$ cat config.mk
export PLATFORM = sky130hd
export DESIGN_NAME = obstacle_scroll_draw_flat
export DESIGN_NICKNAME = d
export VERILOG_FILES = /design/src/rtl/obstacle_scroll_draw_pkg.sv /design/src/rtl/obstacle_scroll_draw_if.sv /design/src/rtl/obstacle_scroll_draw_walker.sv /design/src/rtl/obstacle_scroll_draw.sv /design/src/flat_wrapper.sv
export SDC_FILE = /design/constraint.sdc
export NUM_CORES = 1
export LEC_CHECK = 0
export ABC_AREA = 1
export BUFFER_PORTS_ARGS = -buffer_cell sky130_fd_sc_hd__buf_4
export CAP_MARGIN = 5
export CORE_MARGIN = 1.5
export CORE_UTILIZATION = 55
export CTS_CLUSTER_SIZE = 28
export DETAILED_ROUTE_END_ITERATION = 10
export PLACE_DENSITY = 0.78
export SLEW_MARGIN = 20
export SYNTH_ARGS = -nofsm -noshare
export SYNTH_HDL_FRONTEND = slang
export SYNTH_HIERARCHICAL = 1
export SYNTH_SLANG_ARGS = --single-unit
export TNS_END_PERCENT = 5
$ cat constraint.sdc
create_clock -name clk -period 5 [get_ports clk]
set_clock_uncertainty 0.15 [all_clocks]
set_input_delay 0.75 -clock clk [delete_from_list [all_inputs] [get_ports clk]]
set_output_delay 0.75 -clock clk [all_outputs]
set_load 0.05 [all_outputs]
$ cat src/rtl/obstacle_scroll_draw_pkg.sv
// Shared types and constants for the scrolling obstacle renderer.
// Includes the height-to-colour helper used when HEIGHT_COLOUR_EN is defined.
package obstacle_pkg;

    typedef enum logic [2:0] {
        ST_IDLE  = 3'd0,
        ST_ERASE = 3'd1,
        ST_SHIFT = 3'd2,
        ST_DRAW  = 3'd3,
        ST_DONE  = 3'd4
    } state_e;

    localparam int unsigned SCREEN_W = 160;
    localparam int unsigned SCREEN_H = 120;

    localparam int unsigned X_W = $clog2(SCREEN_W);
    localparam int unsigned Y_W = $clog2(SCREEN_H);
    localparam int unsigned C_W = 3;
    localparam int unsigned H_W = 8;

    localparam logic [C_W-1:0] FG_COLOUR_DEF = 3'b010;
    localparam logic [C_W-1:0] BG_COLOUR_DEF = 3'b000;
    localparam logic [C_W-1:0] COLOUR_LOW    = 3'b100;
    localparam logic [C_W-1:0] COLOUR_MID    = 3'b110;
    localparam logic [C_W-1:0] COLOUR_HIGH   = 3'b010;

    localparam int unsigned BAND_LO = 40;
    localparam int unsigned BAND_HI = 80;

    // One registered pixel-plot beat towards the VGA adapter
    typedef struct packed {
        logic           plot;
        logic [X_W-1:0] x;
        logic [Y_W-1:0] y;
        logic [C_W-1:0] colour;
    } pixel_t;

    function automatic logic [C_W-1:0] height_colour(input logic [H_W-1:0] h);
        logic [C_W-1:0] c;
        if (h < H_W'(BAND_LO)) begin
            c = COLOUR_LOW;
        end else if (h < H_W'(BAND_HI)) begin
            c = COLOUR_MID;
        end else begin
            c = COLOUR_HIGH;
        end
        return c;
    endfunction

endpackage

$ cat src/rtl/obstacle_scroll_draw_if.sv
// Height-stream input and VGA plot-port output bundle of the obstacle renderer.
// master = upstream/adapter side, slave = the renderer itself.
interface obstacle_scroll_draw_if;

    logic       frame_tick;
    logic [7:0] y_in;
    logic [7:0] vga_x;
    logic [6:0] vga_y;
    logic [2:0] colour;
    logic       plot;
    logic       busy;
    logic       done;
    logic       overrun;

    modport master (
        output frame_tick, y_in,
        input  vga_x, vga_y, colour, plot, busy, done, overrun
    );

    modport slave (
        input  frame_tick, y_in,
        output vga_x, vga_y, colour, plot, busy, done, overrun
    );

endinterface

$ cat src/rtl/obstacle_scroll_draw_walker.sv
// Row-major col/dy/dx pixel counter shared by the ERASE and DRAW passes.
// *_c outputs are the counter values for the next cycle; last_c flags the final pixel.
module block_pixel_walker #(
    parameter int unsigned NUM_COLS = 8,
    parameter int unsigned BLK_W    = 4,
    parameter int unsigned BLK_H    = 4,
    parameter int unsigned COL_W    = 3,
    parameter int unsigned DX_W     = 2,
    parameter int unsigned DY_W     = 2
) (
    input  logic             clk,
    input  logic             resetn,
    input  logic             start_i,
    input  logic             step_i,
    output logic [COL_W-1:0] col_c,
    output logic [DX_W-1:0]  dx_c,
    output logic [DY_W-1:0]  dy_c,
    output logic             last_c
);

    logic [COL_W-1:0] col_q, col_d;
    logic [DX_W-1:0]  dx_q,  dx_d;
    logic [DY_W-1:0]  dy_q,  dy_d;

    logic dx_wrap, dy_wrap, col_wrap;

    always_ff @(posedge clk) begin
        if (!resetn) begin
            col_q <= '0;
            dx_q  <= '0;
            dy_q  <= '0;
        end else begin
            col_q <= col_d;
            dx_q  <= dx_d;
            dy_q  <= dy_d;
        end
    end

    // dx fastest, then dy, then col; the final pixel wraps everything back to 0
    always_comb begin
        dx_wrap  = (dx_q  == DX_W'(BLK_W - 1));
        dy_wrap  = (dy_q  == DY_W'(BLK_H - 1));
        col_wrap = (col_q == COL_W'(NUM_COLS - 1));
        col_d    = col_q;
        dx_d     = dx_q;
        dy_d     = dy_q;
        if (start_i) begin
            col_d = '0;
            dx_d  = '0;
            dy_d  = '0;
        end else if (step_i) begin
            if (!dx_wrap) begin
                dx_d = dx_q + DX_W'(1);
            end else begin
                dx_d = '0;
                if (!dy_wrap) begin
                    dy_d = dy_q + DY_W'(1);
                end else begin
                    dy_d  = '0;
                    col_d = col_wrap ? '0 : col_q + COL_W'(1);
                end
            end
        end
    end

    assign col_c  = col_d;
    assign dx_c   = dx_d;
    assign dy_c   = dy_d;
    assign last_c = dx_wrap && dy_wrap && col_wrap;

endmodule

$ cat src/rtl/obstacle_scroll_draw.sv
// Scrolling obstacle renderer: per frame tick erases the old blocks, shifts in a new
// height and redraws. Optional macro HEIGHT_COLOUR_EN colours blocks by height band.
module obstacle_scroll_draw
    import obstacle_pkg::*;
#(
    parameter int unsigned    NUM_COLS  = 8,
    parameter int unsigned    COL_PITCH = 20,
    parameter int unsigned    BLK_W     = 4,
    parameter int unsigned    BLK_H     = 4,
    parameter int unsigned    Y_MAX     = SCREEN_H - 1,
    parameter logic [C_W-1:0] FG_COLOUR = FG_COLOUR_DEF,
    parameter logic [C_W-1:0] BG_COLOUR = BG_COLOUR_DEF
) (
    input  logic                   clk,
    input  logic                   resetn,
    obstacle_scroll_draw_if.slave  bus
);

    localparam int unsigned COL_W = (NUM_COLS > 1) ? $clog2(NUM_COLS) : 1;
    localparam int unsigned DX_W  = (BLK_W > 1)    ? $clog2(BLK_W)    : 1;
    localparam int unsigned DY_W  = (BLK_H > 1)    ? $clog2(BLK_H)    : 1;
    localparam int unsigned H_MAX = Y_MAX - BLK_H + 1;

    state_e state_q, state_d;

    logic [H_W-1:0] h_q [NUM_COLS];
    logic [H_W-1:0] h_d [NUM_COLS];
    logic [H_W-1:0] pend_q, pend_d;
    logic           overrun_q, overrun_d;

    pixel_t         pix_q, pix_d;
    logic           busy_q, busy_d;
    logic           done_q, done_d;

    logic [COL_W-1:0] col_c;
    logic [DX_W-1:0]  dx_c;
    logic [DY_W-1:0]  dy_c;
    logic             last_c;
    logic             walk_start;
    logic             walk_step;
    logic [H_W-1:0]   h_sel;
    logic [C_W-1:0]   draw_colour;

    assign walk_start = (state_q == ST_IDLE);
    assign walk_step  = (state_q == ST_ERASE) || (state_q == ST_DRAW);

    block_pixel_walker #(
        .NUM_COLS (NUM_COLS),
        .BLK_W    (BLK_W),
        .BLK_H    (BLK_H),
        .COL_W    (COL_W),
        .DX_W     (DX_W),
        .DY_W     (DY_W)
    ) u_walker (
        .clk     (clk),
        .resetn  (resetn),
        .start_i (walk_start),
        .step_i  (walk_step),
        .col_c   (col_c),
        .dx_c    (dx_c),
        .dy_c    (dy_c),
        .last_c  (last_c)
    );

    // State, column heights and registered outputs
    always_ff @(posedge clk) begin
        if (!resetn) begin
            state_q   <= ST_IDLE;
            h_q       <= '{default: '0};
            pend_q    <= '0;
            overrun_q <= 1'b0;
            pix_q     <= '0;
            busy_q    <= 1'b0;
            done_q    <= 1'b0;
        end else begin
            state_q   <= state_d;
            h_q       <= h_d;
            pend_q    <= pend_d;
            overrun_q <= overrun_d;
            pix_q     <= pix_d;
            busy_q    <= busy_d;
            done_q    <= done_d;
        end
    end

    // Next state, height shift register, pending sample and overrun flag
    always_comb begin
        state_d   = state_q;
        h_d       = h_q;
        pend_d    = pend_q;
        overrun_d = overrun_q;
        unique case (state_q)
            ST_IDLE: begin
                if (bus.frame_tick) begin
                    pend_d  = (bus.y_in > H_W'(H_MAX)) ? H_W'(H_MAX) : bus.y_in;
                    state_d = ST_ERASE;
                end
            end
            ST_ERASE: begin
                if (last_c) begin
                    state_d = ST_SHIFT;
                end
            end
            ST_SHIFT: begin
                for (int i = 0; i < int'(NUM_COLS) - 1; i++) begin
                    h_d[i] = h_q[i+1];
                end
                h_d[NUM_COLS-1] = pend_q;
                state_d         = ST_DRAW;
            end
            ST_DRAW: begin
                if (last_c) begin
                    state_d = ST_DONE;
                end
            end
            ST_DONE: begin
                state_d = ST_IDLE;
            end
            default: begin
                state_d = ST_IDLE;
            end
        endcase
        if (bus.frame_tick && (state_q != ST_IDLE)) begin
            overrun_d = 1'b1;
        end
    end

    // Output beat for the upcoming cycle, from next state, next counters and next heights
    always_comb begin
        pix_d  = '0;
        busy_d = (state_d != ST_IDLE);
        done_d = (state_d == ST_DONE);
        h_sel  = h_d[col_c];
`ifdef HEIGHT_COLOUR_EN
        draw_colour = height_colour(h_sel);
`else
        draw_colour = FG_COLOUR;
`endif
        if ((state_d == ST_ERASE) || (state_d == ST_DRAW)) begin
            pix_d.plot   = 1'b1;
            pix_d.x      = X_W'(32'(col_c) * COL_PITCH + 32'(dx_c));
            pix_d.y      = Y_W'(h_sel) + Y_W'(dy_c);
            pix_d.colour = (state_d == ST_ERASE) ? BG_COLOUR : draw_colour;
        end
    end

    assign bus.vga_x   = pix_q.x;
    assign bus.vga_y   = pix_q.y;
    assign bus.colour  = pix_q.colour;
    assign bus.plot    = pix_q.plot;
    assign bus.busy    = busy_q;
    assign bus.done    = done_q;
    assign bus.overrun = overrun_q;

endmodule

$ cat src/flat_wrapper.sv
// flat-port wrapper written by rule: the top's interface ports become plain ports
module obstacle_scroll_draw_flat import obstacle_pkg::*;
#(
    parameter int unsigned    NUM_COLS  = 8,
    parameter int unsigned    COL_PITCH = 20,
    parameter int unsigned    BLK_W     = 4,
    parameter int unsigned    BLK_H     = 4,
    parameter int unsigned    Y_MAX     = SCREEN_H - 1,
    parameter logic [C_W-1:0] FG_COLOUR = FG_COLOUR_DEF,
    parameter logic [C_W-1:0] BG_COLOUR = BG_COLOUR_DEF
)
  (clk, resetn, bus_frame_tick, bus_y_in, bus_vga_x, bus_vga_y, bus_colour, bus_plot, bus_busy, bus_done, bus_overrun);
  obstacle_scroll_draw_if bus_i ();
  input  logic clk;
  input  logic resetn;
  input wire logic [$bits(bus_i.frame_tick)-1:0] bus_frame_tick;
  input wire logic [$bits(bus_i.y_in)-1:0] bus_y_in;
  output wire logic [$bits(bus_i.vga_x)-1:0] bus_vga_x;
  output wire logic [$bits(bus_i.vga_y)-1:0] bus_vga_y;
  output wire logic [$bits(bus_i.colour)-1:0] bus_colour;
  output wire logic [$bits(bus_i.plot)-1:0] bus_plot;
  output wire logic [$bits(bus_i.busy)-1:0] bus_busy;
  output wire logic [$bits(bus_i.done)-1:0] bus_done;
  output wire logic [$bits(bus_i.overrun)-1:0] bus_overrun;
  assign bus_i.frame_tick = bus_frame_tick;
  assign bus_i.y_in = bus_y_in;
  assign bus_vga_x = bus_i.vga_x;
  assign bus_vga_y = bus_i.vga_y;
  assign bus_colour = bus_i.colour;
  assign bus_plot = bus_i.plot;
  assign bus_busy = bus_i.busy;
  assign bus_done = bus_i.done;
  assign bus_overrun = bus_i.overrun;
  obstacle_scroll_draw #(.NUM_COLS(NUM_COLS), .COL_PITCH(COL_PITCH), .BLK_W(BLK_W), .BLK_H(BLK_H), .Y_MAX(Y_MAX), .FG_COLOUR(FG_COLOUR), .BG_COLOUR(BG_COLOUR)) u_core (.clk(clk), .resetn(resetn), .bus(bus_i));
endmodule
-- After elaboration in Yosys (flattened, before gate mapping)
Index checks and enable logic that the tools add are counted.
W data, S select, Z words.
- register bits: 104
- input bits: 11
- output and inout bits: 22
- word-level logic and storage cells: 71
- add/subtract/negate cells: 5
- multipliers: 1
- magnitude comparators: 2
- equal/unequal tests: 9
- muxes and demuxes: 23
- bitwise operators: 1
- reduce and logical (&&, ||, !) cells: 10
- operators with widths (kind ; number):
    $mux W64 ; 1
    $bmux W8 S3 ; 1
    $mux W3 ; 8
    $mux W19 ; 1
    $mux W2 ; 8
    $mux W7 ; 2
    $pmux W3 S4 ; 1
    $eq A3 B2 Y1 const B ; 3
    $add A8 B2 Y8 ; 1
    $gt A8 B7 Y1 const B ; 1
    $mux W8 ; 1
    $add A7 B2 Y7 ; 1
    $eq A3 B1 Y1 const B ; 2
    $eq A3 B3 Y1 const B ; 2
    $mul A3 B3 Y6 const B ; 1
    $reduce_bool A3 Y1 ; 2
    $add A2 B1 Y2 const B ; 2
    $eq A2 B2 Y1 const B ; 2
    $ge A4 B4 Y1 const B ; 1
    $not A3 Y4 ; 1
    $reduce_and A2 Y1 ; 2
    $add A3 B1 Y3 const B ; 1
    $logic_and A1 B1 Y1 ; 3
    $logic_not A3 Y1 ; 1
    $logic_or A1 B1 Y1 ; 2

-- Longest topological paths before layout
Gate-level depths: netlist of the first run.
- depth after elaboration: 12
- mapped depth: 22
- gate-level depth less buffers: 19

-- Cells and area by module
The synthesis of the first run kept the hierarchy.
- by module, submodules not included (module ; instances ; cells an instance ; area an instance (um2) ; sequential area each (um2)):
    obstacle_scroll_draw ; 1 ; 576 ; 3931.3 ; 1721.7
    block_pixel_walker ; 1 ; 63 ; 399.1 ; 140.1

-- Worst setup path before layout of the first run
OpenSTA, ideal clock, no wires.
- path kind: flip-flop to flip-flop
- start: register u_core.state_q[0]
- end: register u_core.pix_q (netlist bit u_core/bus.vga_y[6])
- setup time: 113 ps
- arrival time: 3117 ps
- required time: 4737 ps
- setup slack: 1620 ps
- stages on the path, launching flop included: 23
- buffers on the path: 3
- clock period less this slack: 3380 ps
- cell sequence: dfxtp_1 inv_1 nor2_1 inv_1 nor2_1 nand2_1 nand3_1 inv_1 buf_2 inv_1 clkbuf_1 clkbuf_1 o21ai_0 o221ai_1 o21ai_1 ha_1 fa_1 nand2_1 nor2_2 nand2_1 nand2_1 nand2_1 nor2_1
- longest elaborated chain between the ends: 9
- elaborated cells between the ends (all ways): 23
- those cells by class: 1 x add/sub; 5 x eq/ne; 12 x mux; 1 x bitwise; 4 x reduce/logical
- RTL lines (what ; RTL line ; RTL):
    from (decl) ; obstacle_scroll_draw.sv:24 ; state_e state_q, state_d;
    from (signal assigned) ; obstacle_scroll_draw.sv:76 ; state_q <= state_d;
    $eq A3 B1 Y1 / $eq A3 B2 Y1 (equally long branches) ; obstacle_scroll_draw.sv:45 ; assign walk_step = (state_q == ST_ERASE) || (state_q == ST_DRAW);
    $logic_or A1 B1 Y1 * ; obstacle_scroll_draw.sv:45 ;
    net u_core.walk_step ; obstacle_scroll_draw.sv:40 ; logic walk_step;
    $mux W3 * ; obstacle_scroll_draw_walker.sv:51 ; end else if (step_i) begin
    $mux W3 * ; obstacle_scroll_draw_walker.sv:47 ; if (start_i) begin
    net u_core.col_c[0] ; obstacle_scroll_draw.sv:35 ; logic [COL_W-1:0] col_c;
    $not A3 Y4 (not written as such) * ; obstacle_scroll_draw.sv:133 ; h_sel = h_d[col_c];
    $bmux W8 S3 * ; obstacle_scroll_draw.sv:133 ;
    $mux W7 (not written as such) * (2 in a row) ; obstacle_scroll_draw.sv:133 ;
    $add A7 B2 Y7 * ; obstacle_scroll_draw.sv:142 ; pix_d.y = Y_W'(h_sel) + Y_W'(dy_c);
    to (signal assigned) ; obstacle_scroll_draw.sv:80 ; pix_q <= pix_d;
    to (decl) ; obstacle_scroll_draw.sv:31 ; pixel_t pix_q, pix_d;
Mark *: on every way through the listed nets, which the timed path passes. The rest lies on a longest branch. The select of a mux whose other input is x is not followed.
A chain may end at the register's enable or synchronous reset.

-- Worst setup path in the final report of the first run
Ends and elaborated chain as after synthesis.

==> metrics.cfg, run 1 <==
[status]
status=finished clean

[cts]
post-cts-setup-buffer-count=0
cts_hold_buf=0
ctsLongestPathBuffers=2
cts_buffers=9
root_buffer=clkbuf_8
clkTransAtPathRegs_ns=0.09
h-tree-depth=3
insertion_delay_ns=0.36
cts_tree=yes
cts_resized=0
cts_sinks=93

[worst_setup_path]
worstPathMaxFanout=16
worst_path_largest_cell_delay_ns=0.51
reg2reg_from=u_core/state_q[0]
critical_path_class=reg -> reg
reg2reg_depth=19
required_ns=5.11
crit_arrival_ns=3.92
critical_path.endpoint_type=flop
rr_endpoint=u_core/bus.vga_y[6]
reg2reg_slack_ns=1.19
path_common_cell=nand2_1
cp_cell_sequence=inv_1 -> nor2_1 -> inv_1 -> nor2_1 -> nand2_1 -> nand3_1 -> inv_1 -> inv_1 -> o21ai_0 -> o221ai_1 -> o21ai_1 -> ha_1 -> fa_1 -> nand2_1 -> nor2_2 -> nand2_1 -> nand2_1 -> nand2_1 -> nor2_1
cp-start-kind=flop
slowest_stage=inv_1

[place]
place_congestion=0.842
place_hpwl_mm=6.01
portBuffers=30
post-place-ws_ns=1.25

[floorplan]
std_cell_rows=32
io_pins=33
die_h_um=91.7
core_um2=7690
initial_core_util_pct=56.3
chipWidth_um=91.7
die_area_um2=8410

[drt]
via_per_inst=5.04
vias=3832
drt-pass1-iter-count=4
final_antenna_net_count=0
drt-total-wl_mm=9.11
wire_per_inst_um=12.0
drc_errors=0
drtIter0Drc=234

[synthesis]
synth-simple-area-share_pct=32.2
yosysSeqAreaShare_pct=43.0
synth_fa_ha_area_share_pct=3.06
synthMuxAreaShare_pct=0.231
synth_ff_type=dfxtp_1
synth_top_family_by_area=simple AND/OR/NAND/NOR gates
yosysWarnings=6
synthXorXnorAreaFrac_pct=0
avgSynthCellArea_um2=6.78
synth_compound_area_share_pct=9.33
syn_area_um2=4330
async_reset_ff_share_pct=0
ys_ff_latch=93
synthCells=639
ys_types=33
synth-edff-count=0

[sta]
rsz0062_at_grt=no
finalMaxSlewViolations=0
hold_viol_final=0
timing.fmax_mhz=263
tns_ns=0
fin_crit_sh_pct=76.1
slew_headroom_pct=30.5
worstMarginPinSlew_ns=1.04
min_period_ns=3.81
setup_ws_ns=1.19
holdWs_ns=0.333
setup_viol=0

[pwr]
irDropWorstVdd_mv=0.144
p_int_mw=0.965
p_leak_nw=2.27
power.switching_mw=0.322
seq_power_share_pct=58.5
clkPwrFrac_pct=36.2
power_density_nw_per_um2=271
netSwitchingFraction_pct=25.0
pwr-share-comb_pct=5.3

[global_routing]
grt_pass1_vias=3518
track_usage_pct=23.0
grt_pass1_wl_mm=15.7
grt_max_degree=64
antenna_found_initial=0
grt_overflow=0

[final_layout]
ff_latch_area_um2=1860
fin_nets=675
final_common_cell=nand2_1
areaGrowthSynthToFinish_pct=9.53
drive_gt1_share_pct=9.86
multiInputGateArea_um2=1950
layout_common_cells=nand2_1 (143), nor2_1 (100), inv_1 (94)
fillers=739
diodes=0

[min_path]
min_to=u_core/bus.overrun
hold_path.startpoint=u_core/bus.overrun
whs_path_depth=2
hp-class=reg -> reg

[job]
cap_violations=0

## per-stage QoR
stage	std cells	instance area [um^2]	power (mW)	util, %
finish	761	4740	1.29	61.7
global route	761	4740	1.34	61.7
CTS	761	4740	1.30	61.7
detailed placement	745	4560	0.838	59.3
global placement	745	4560	0.837	59.3
floorplan	640	4330	0.817	-
## synth_stat cells (7+ instances only)
master / number / area [um^2]
a21oi_1: 13 / 65.1
buf_2: 12 / 60.1
clkbuf_1: 13 / 48.8
dfxtp_1: 93 / 1860
ha_1: 9 / 113
inv_1: 94 / 353
nand2_1: 143 / 537
nand3_1: 71 / 355
nor2_1: 100 / 375
o21a_1: 7 / 52.6
o21ai_0: 35 / 175
o21ai_1: 7 / 35.0
## flip-flops by register name, summed over array words and instances (netlist names)
signal / flops
u_core/bus.busy: 1
u_core/u_walker/dx_q: 2
u_core/bus.vga_y: 7
u_core/bus.vga_x: 8
u_core/bus.colour: 1
u_core/bus.plot: 1
u_core/bus.overrun: 1
u_core/u_walker/col_q: 3
u_core/state_q: 3
u_core/u_walker/dy_q: 2
u_core/bus.done: 1
u_core/pend_q: 7
u_core/h_q: 56
## how the worst max path moves through the flow
stage	slack, ns	start	to
after detailed placement	1.25	u_core/state_q[2]	u_core/bus.vga_y[6]
after CTS	1.22	u_core/state_q[2]	u_core/bus.vga_y[6]
after global placement	1.32	u_core/state_q[0]	u_core/bus.vga_y[6]
after global routing	0.77	u_core/state_q[0]	u_core/bus.vga_y[5]
final	1.19	u_core/state_q[0]	u_core/bus.vga_y[6]
after floorplan	1.62	u_core/state_q[0]	u_core/bus.vga_y[6]
## kinds of logic (layout without fill, tap and decap cells)
group / after synthesis / in the layout
AOI/OAI and AO/OA: 72 / 72
adders and majority gates: 10 / 10
buffers and inverters: 128 / 147
DFF: 93 / 93
muxes: 1 / 1
other: 1 / 2
and+or+nand+nor: 334 / 334
## final cells by class
type	instances	area share, %
timing repair buffer	35	5.54
sequential	93	39.3
clock buffer	10	2.90
multi-input combinational	419	41.0
clock inverter	6	0.976
tap	102	2.69
inverter	96	7.60
## worst max-delay path, delay by kind of cell (launching register included)
family,cells,cell delay [ns]
AND/OR/NAND/NOR,10,1.05
buffers and inverters,4,0.96
adder cells (fa/ha/maj),2,0.64
AO/OA/AOI/OAI,3,0.49
flip-flops,1,0.41
## power groups by stage
stage / Clock [mW] / Combinational, mW / Sequential (mW)
2_1_floorplan: 0 / 0.0401 / 0.777
3_3_place_gp: 0 / 0.0671 / 0.770
3_5_place_dp: 0 / 0.0676 / 0.770
4_1_cts: 0.475 / 0.0682 / 0.753
5_1_grt: 0.508 / 0.0754 / 0.754
6_report: 0.466 / 0.0677 / 0.753
## metal layers
metal	share of wire (%)	vias to the layer above	global-route usage (%)
met5	0	-	0
met4	1.5	0	9.36
met3	5.8	13	3.65
met2	47	102	37.9
met1	45	1710	30.2
li1	-	2007	-
Power figures use the tool's default switching activity.
==> run 2: changes to the inputs <==
CORE_UTILIZATION = 54   (was 55)
PLACE_DENSITY = 0.8   (was 0.78)
clock period = 3.5 ns   (was 5 ns; I/O delays follow)
==> run 2 against run 1 <==
Utilization grew 0.81 points. Non-clock buffer count grew 6. Highest routed layer unchanged. Largest power group unchanged. Wire length grew 9.8%. Sequential cell count stayed put. Sequential power rose by 43%.
==> metrics.cfg, run 2 (synthesis gave the netlist of run 1 again) <==
[cts]
cts_buffers=9  ; unchanged
cts_sinks=93  ; unchanged
post-cts-setup-buffer-count=0  ; unchanged
cts_hold_buf=0  ; unchanged
insertion_delay_ns=0.36  ; about the same
root_buffer=clkbuf_8
h-tree-depth=3  ; unchanged
clkTransAtPathRegs_ns=0.09  ; about the same
cts_tree=yes
ctsLongestPathBuffers=2  ; unchanged

[drt]
vias=4031  ; +5.2%
drc_errors=0  ; unchanged
drt-pass1-iter-count=5  ; +1
drt-total-wl_mm=10.0  ; +9.8%
drtIter0Drc=271  ; +16%
via_per_inst=5.26  ; +4.5%
final_antenna_net_count=0  ; unchanged
wire_per_inst_um=13.1  ; +9.1%

[global_routing]
grt_overflow=0  ; unchanged
grt_max_degree=50  ; -22%
antenna_found_initial=0  ; unchanged
grt_pass1_wl_mm=16.6  ; +5.8%
track_usage_pct=24.5  ; +1.5 points
grt_pass1_vias=3710  ; +5.5%

[floorplan]
chipWidth_um=92.6  ; +0.89%
initial_core_util_pct=56.0  ; -0.29 points
io_pins=33  ; unchanged
die_h_um=92.6  ; +0.89%
std_cell_rows=32  ; unchanged
die_area_um2=8570  ; +1.8%
core_um2=7730  ; +0.52%

[sta]
min_period_ns=3.22  ; -0.585 ns
hold_viol_final=0  ; unchanged
rsz0062_at_grt=no
setup_viol=0  ; unchanged
finalMaxSlewViolations=0  ; unchanged
timing.fmax_mhz=311  ; +18%
fin_crit_sh_pct=92.0  ; +16 points
slew_headroom_pct=45.4  ; +15 points
worstMarginPinSlew_ns=0.818  ; -0.223 ns
tns_ns=0  ; unchanged

[pwr]
p_leak_nw=2.32  ; +2.1%
irDropWorstVdd_mv=0.248  ; +72%
power_density_nw_per_um2=405  ; +49%

[min_path]
hp-class=in -> reg

[final_layout]
fillers=708  ; -4.2%
largest_register_ffs=56  ; unchanged
layout_common_cells=nand2_1 (143), nor2_1 (99), inv_1 (92), dfxtp_1 (92), nand3_1 (71)
final_common_cell=nand2_1
diodes=0  ; unchanged
top_register=u_core/h_q
areaGrowthSynthToFinish_pct=11.6
final_area_um2=4830  ; +1.8%
drive_gt1_share_pct=11.0  ; +1.1 points
fin_nets=681  ; +0.89%

[place]
portBuffers=30  ; unchanged
dpl-instance-area_um2=4600  ; +0.99%
place_congestion=0.875  ; +3.9%
place_hpwl_mm=7.00  ; +17%

[worst_setup_path]
cp-start-kind=flop
critical_path.endpoint_type=flop
worstPathMaxFanout=27  ; +11
crit_arrival_ns=3.33  ; -0.59 ns
required_ns=3.61  ; -1.50 ns
critical_path_class=reg -> reg

[job]
cap_violations=0  ; unchanged

[status]
status=finished clean

[run 2: layer usage]
metal  vias up  wire [um]  GRT usage, %
met3        20        697          4.27
met5         -          0             0
li1       2019          -             -
met2       147       4790          40.7
met1      1845       4320          31.8
met4         0        201          9.10
[run 2: worst max-delay path, cell delays in order, from the launching register on]
cell and delay, ns:
dfxtp_1 0.50, nor2_4 0.07, nand2_1 0.12, inv_1 0.08, inv_1 0.19, nand3_1 0.14, inv_1 0.12, buf_6 0.24
o21ai_0 0.14, o221ai_1 0.22, o21ai_1 0.12, ha_1 0.23, fa_1 0.40, nand2_1 0.12, nor2_2 0.04, inv_1 0.07
nand2_1 0.06, nand2_1 0.06, nor2_1 0.04
[run 2: layout make-up]
cell class,count,area [um^2],share of cell area [%]
clock buffer,11,141,2.93
tap,102,128,2.64
sequential,93,1860,38.6
clock inverter,4,72.6,1.50
timing repair buffer,41,312,6.45
inverter,96,360,7.46
multi-input combinational,419,1950,40.5
[run 2: final timing paths]
| kind | startpoint | endpoint | slack [ns] | cells after the start |
|---|---|---|---|---|
| worst max-delay path | u_core/state_q[2] | u_core/bus.vga_y[4] | 0.28 | 18 |
| worst min-delay path | bus_y_in[4] | u_core/pend_q[4] | 0.25 | 3 |
| worst max register to register | u_core/state_q[2] | u_core/bus.vga_y[4] | 0.28 | 18 |
| worst min register to register | u_core/h_q[19] | u_core/h_q[19] | 0.35 | 2 |
[run 2: power breakdown]
part / switching, mW / internal (mW)
Combinational: 0.0753 / 0.0274
Clock: 0.361 / 0.417
Sequential: 0.00615 / 1.07
[run 2: repair_timing]
| item | 4_1_cts | 5_1_grt |
|---|---|---|
| endpoints found under the hold margin | 0 | 0 |
| setup endpoints to repair | 0 | 6 |
| gates resized for setup | 0 | 6 |
[run 2: metrics by stage]
stage | utilization (%) | std cells | worst slack, ns | total power, mW | hold WS [ns]
finish | 62.5 | 766 | 0.280 | 1.96 | 0.251
global route | 62.5 | 766 | 0.0109 | 2.03 | 0.234
CTS | 62.4 | 766 | 0.0843 | 1.96 | 0.236
detailed placement | 59.6 | 751 | 0.180 | 1.20 | 0.319
global placement | 59.6 | 751 | 0.385 | 1.20 | 0.305
floorplan | - | 640 | 0.120 | 1.17 | 0.285
==> run 3: changes to the inputs <==
CORE_UTILIZATION = 40   (was 54)
PLACE_DENSITY = 0.63   (was 0.8)
clock period = 2.9 ns   (was 3.5 ns; I/O delays follow)
==> run 3 against run 2 <==
Die area increased by 34%. Global-route usage decreased by 6.5 points. Register-to-register slack got worse by 0.09 ns. Maximum frequency increased by 19%. Setup slack got worse by 0.090 ns. Critical path type unchanged. Critical endpoint is now u_core/bus.vga_y[6]. Largest power group unchanged.
==> metrics.cfg, run 3 (synthesis gave the netlist of run 1 again) <==
[final_layout]
top_register=u_core/h_q
diodes=0  ; unchanged
fin_nets=691  ; +1.5%
largest_register_ffs=56  ; unchanged
drive_gt1_share_pct=15.6  ; +4.6 points
final_cells=811  ; +5.9%
final_common_cell=nand2_1
areaGrowthSynthToFinish_pct=15.7
utilization_pct=48.1  ; -14 points
ff_latch_area_um2=1870  ; +0.47%
final_area_um2=5010  ; +3.7%
multiInputGateArea_um2=1990  ; +1.7%
fillers=1069  ; +51%
layout_common_cells=nand2_1 (142), nor2_1 (98), dfxtp_1 (89)

[worst_setup_path]
required_ns=3.01  ; -0.60 ns
critical_path_class=reg -> reg
worstPathMaxFanout=14  ; -48%
slowest_stage=dfxtp_4
reg2reg_depth=19  ; +1
crit_arrival_ns=2.82  ; -0.51 ns
critical_path.endpoint_type=flop
path_common_cell=nand2_1
cp-start-kind=flop
reg2reg_slack_ns=0.19  ; -0.09 ns
reg2reg_from=u_core/state_q[0]
cp_cell_sequence=inv_1 -> nor2_4 -> inv_1 -> nor2_2 -> nand2_1 -> nand3_2 -> inv_2 -> inv_4 -> o21ai_0 -> o221ai_1 -> o21ai_1 -> ha_2 -> fa_2 -> nand2_2 -> nor2_2 -> nand2_1 -> nand2_1 -> nand2_1 -> nor2_1
rr_endpoint=u_core/bus.vga_y[6]
worst_path_largest_cell_delay_ns=0.38  ; -0.12 ns

[drt]
drt-total-wl_mm=9.62  ; -3.9%
drc_errors=0  ; unchanged
drtIter0Drc=217  ; -20%
via_per_inst=4.84  ; -8.0%
vias=3926  ; -2.6%
final_antenna_net_count=0  ; unchanged
drt-pass1-iter-count=5  ; unchanged
wire_per_inst_um=11.9  ; -9.3%

[job]
cap_violations=0  ; unchanged

[global_routing]
track_usage_pct=18.1  ; -6.5 points
use_met1_pct=24.1  ; -7.7 points
antenna_found_initial=0  ; unchanged
grt_pass1_wl_mm=16.5  ; -0.71%
grt_pass1_vias=3664  ; -1.2%
grt_max_degree=41  ; -18%
grt_util_met2_pct=29.2  ; -12 points
busiest_layer=met2
grt_overflow=0  ; unchanged
met3_usage_pct=2.92  ; -1.4 points

[pwr]
pwr-share-comb_pct=5.4  ; about the same
seq_power_share_pct=55.3  ; +0.3 points
power_density_nw_per_um2=468  ; +16%
netSwitchingFraction_pct=23.2  ; +0.64 points
p_int_mw=1.80  ; +19%
clkPwrFrac_pct=39.3  ; -0.5 points
irDropWorstVdd_mv=0.240  ; -2.9%
p_leak_nw=2.36  ; +1.8%
power.switching_mw=0.545  ; +23%
total_power_mw=2.34  ; +20%

[sta]
slew_headroom_pct=53.5  ; +8.1 points
finalMaxSlewViolations=0  ; unchanged
fin_crit_sh_pct=93.5  ; +1.4 points
setup_viol=0  ; unchanged
min_period_ns=2.71  ; -0.510 ns
timing.fmax_mhz=369  ; +19%
worstMarginPinSlew_ns=0.697  ; -0.121 ns
hold_viol_final=0  ; unchanged

[status]
status=finished clean

[place]
portBuffers=30  ; unchanged
place_hpwl_mm=6.68  ; -4.5%
place_congestion=0.818  ; -6.5%
dpl-instance-area_um2=4720  ; +2.5%
placedCellCount=791  ; +5.3%

[cts]
insertion_delay_ns=0.36  ; about the same
cts_sinks=93  ; unchanged
ctsLongestPathBuffers=2  ; unchanged
clkTransAtPathRegs_ns=0.09  ; about the same
cts_tree=yes
cts_buffers=9  ; unchanged
h-tree-depth=3  ; unchanged
root_buffer=clkbuf_8

[floorplan]
core_um2=10400  ; +35%
initial_core_util_pct=41.6  ; -14 points
std_cell_rows=37  ; +16%
io_pins=33  ; unchanged
die_area_um2=11500  ; +34%
chipWidth_um=107  ; +16%
die_h_um=107  ; +16%

[min_path]
hold_path.startpoint=bus_y_in[4]
whs_path_depth=3  ; unchanged
hp-class=in -> reg
min_to=u_core/pend_q[4]

==> run 3: timing repair <==
action,in CTS,in global routing
buffers inserted,0,4
resized for setup,0,22
endpoints found under the setup margin,0,5
hold buffers,0,0
==> run 3: cell type report <==
cell class | instances | share of cell area, %
Multi-Input combinational cell | 419 | 39.7
Sequential cell | 93 | 37.4
Timing Repair Buffer | 51 | 7.97
Inverter | 96 | 7.24
Tap cell | 136 | 3.40
Clock buffer | 12 | 3.30
Clock inverter | 4 | 1.10
==> run 3: power groups by stage <==
stage                     registers (mW)  logic [mW]  clock network (mW)
final                               1.30       0.126               0.922
after global placement              1.33       0.120                   0
after CTS                           1.30       0.121               0.952
after global routing                1.30       0.139                1.01
after detailed placement            1.33       0.121                   0
after floorplan                     1.34      0.0721                   0
==> run 3: how the worst max path moves through the flow <==
| stage | startpoint | endpoint | slack (ns) | depth (start not counted) |
|---|---|---|---|---|
| finish | u_core/state_q[0] | u_core/bus.vga_y[6] | 0.19 | 19 |
| global route | u_core/u_walker/dx_q[0] | u_core/bus.vga_y[6] | -0.03 | 18 |
| CTS | u_core/state_q[0] | u_core/bus.vga_y[6] | 0.09 | 19 |
| detailed placement | u_core/state_q[0] | u_core/bus.vga_y[6] | 0.1 | 19 |
| global placement | u_core/state_q[0] | u_core/bus.vga_y[6] | 0.17 | 19 |
| floorplan | u_core/state_q[2] | u_core/bus.vga_y[6] | 0.02 | 22 |
==> run 3: routing by layer <==
metal | routed length, um | vias up
li1 | - | 2049
met1 | 4660 | 1775
met2 | 4420 | 93
met3 | 416 | 9
met4 | 118 | 0
met5 | 0 | -
==> run 3: metrics by stage <==
| stage | TNS, ns | hold WS, ns | worst slack (ns) |
|---|---|---|---|
| 2_1_floorplan | 0 | 0.285 | 0.0152 |
| 3_3_place_gp | 0 | 0.306 | 0.169 |
| 3_5_place_dp | 0 | 0.305 | 0.0970 |
| 4_1_cts | 0 | 0.125 | 0.0940 |
| 5_1_grt | -0.0467 | 0.132 | -0.0316 |
| 6_report | 0 | 0.138 | 0.190 |
==> run 3: critical path, delay by kind of cell, from the launching register on <==
family	cells	cell delay (ns)
AOI/OAI and AO/OA	3	0.39
DFF	1	0.38
and+or+nand+nor	10	0.81
adders and majority gates	2	0.58
buffers and inverters	4	0.32
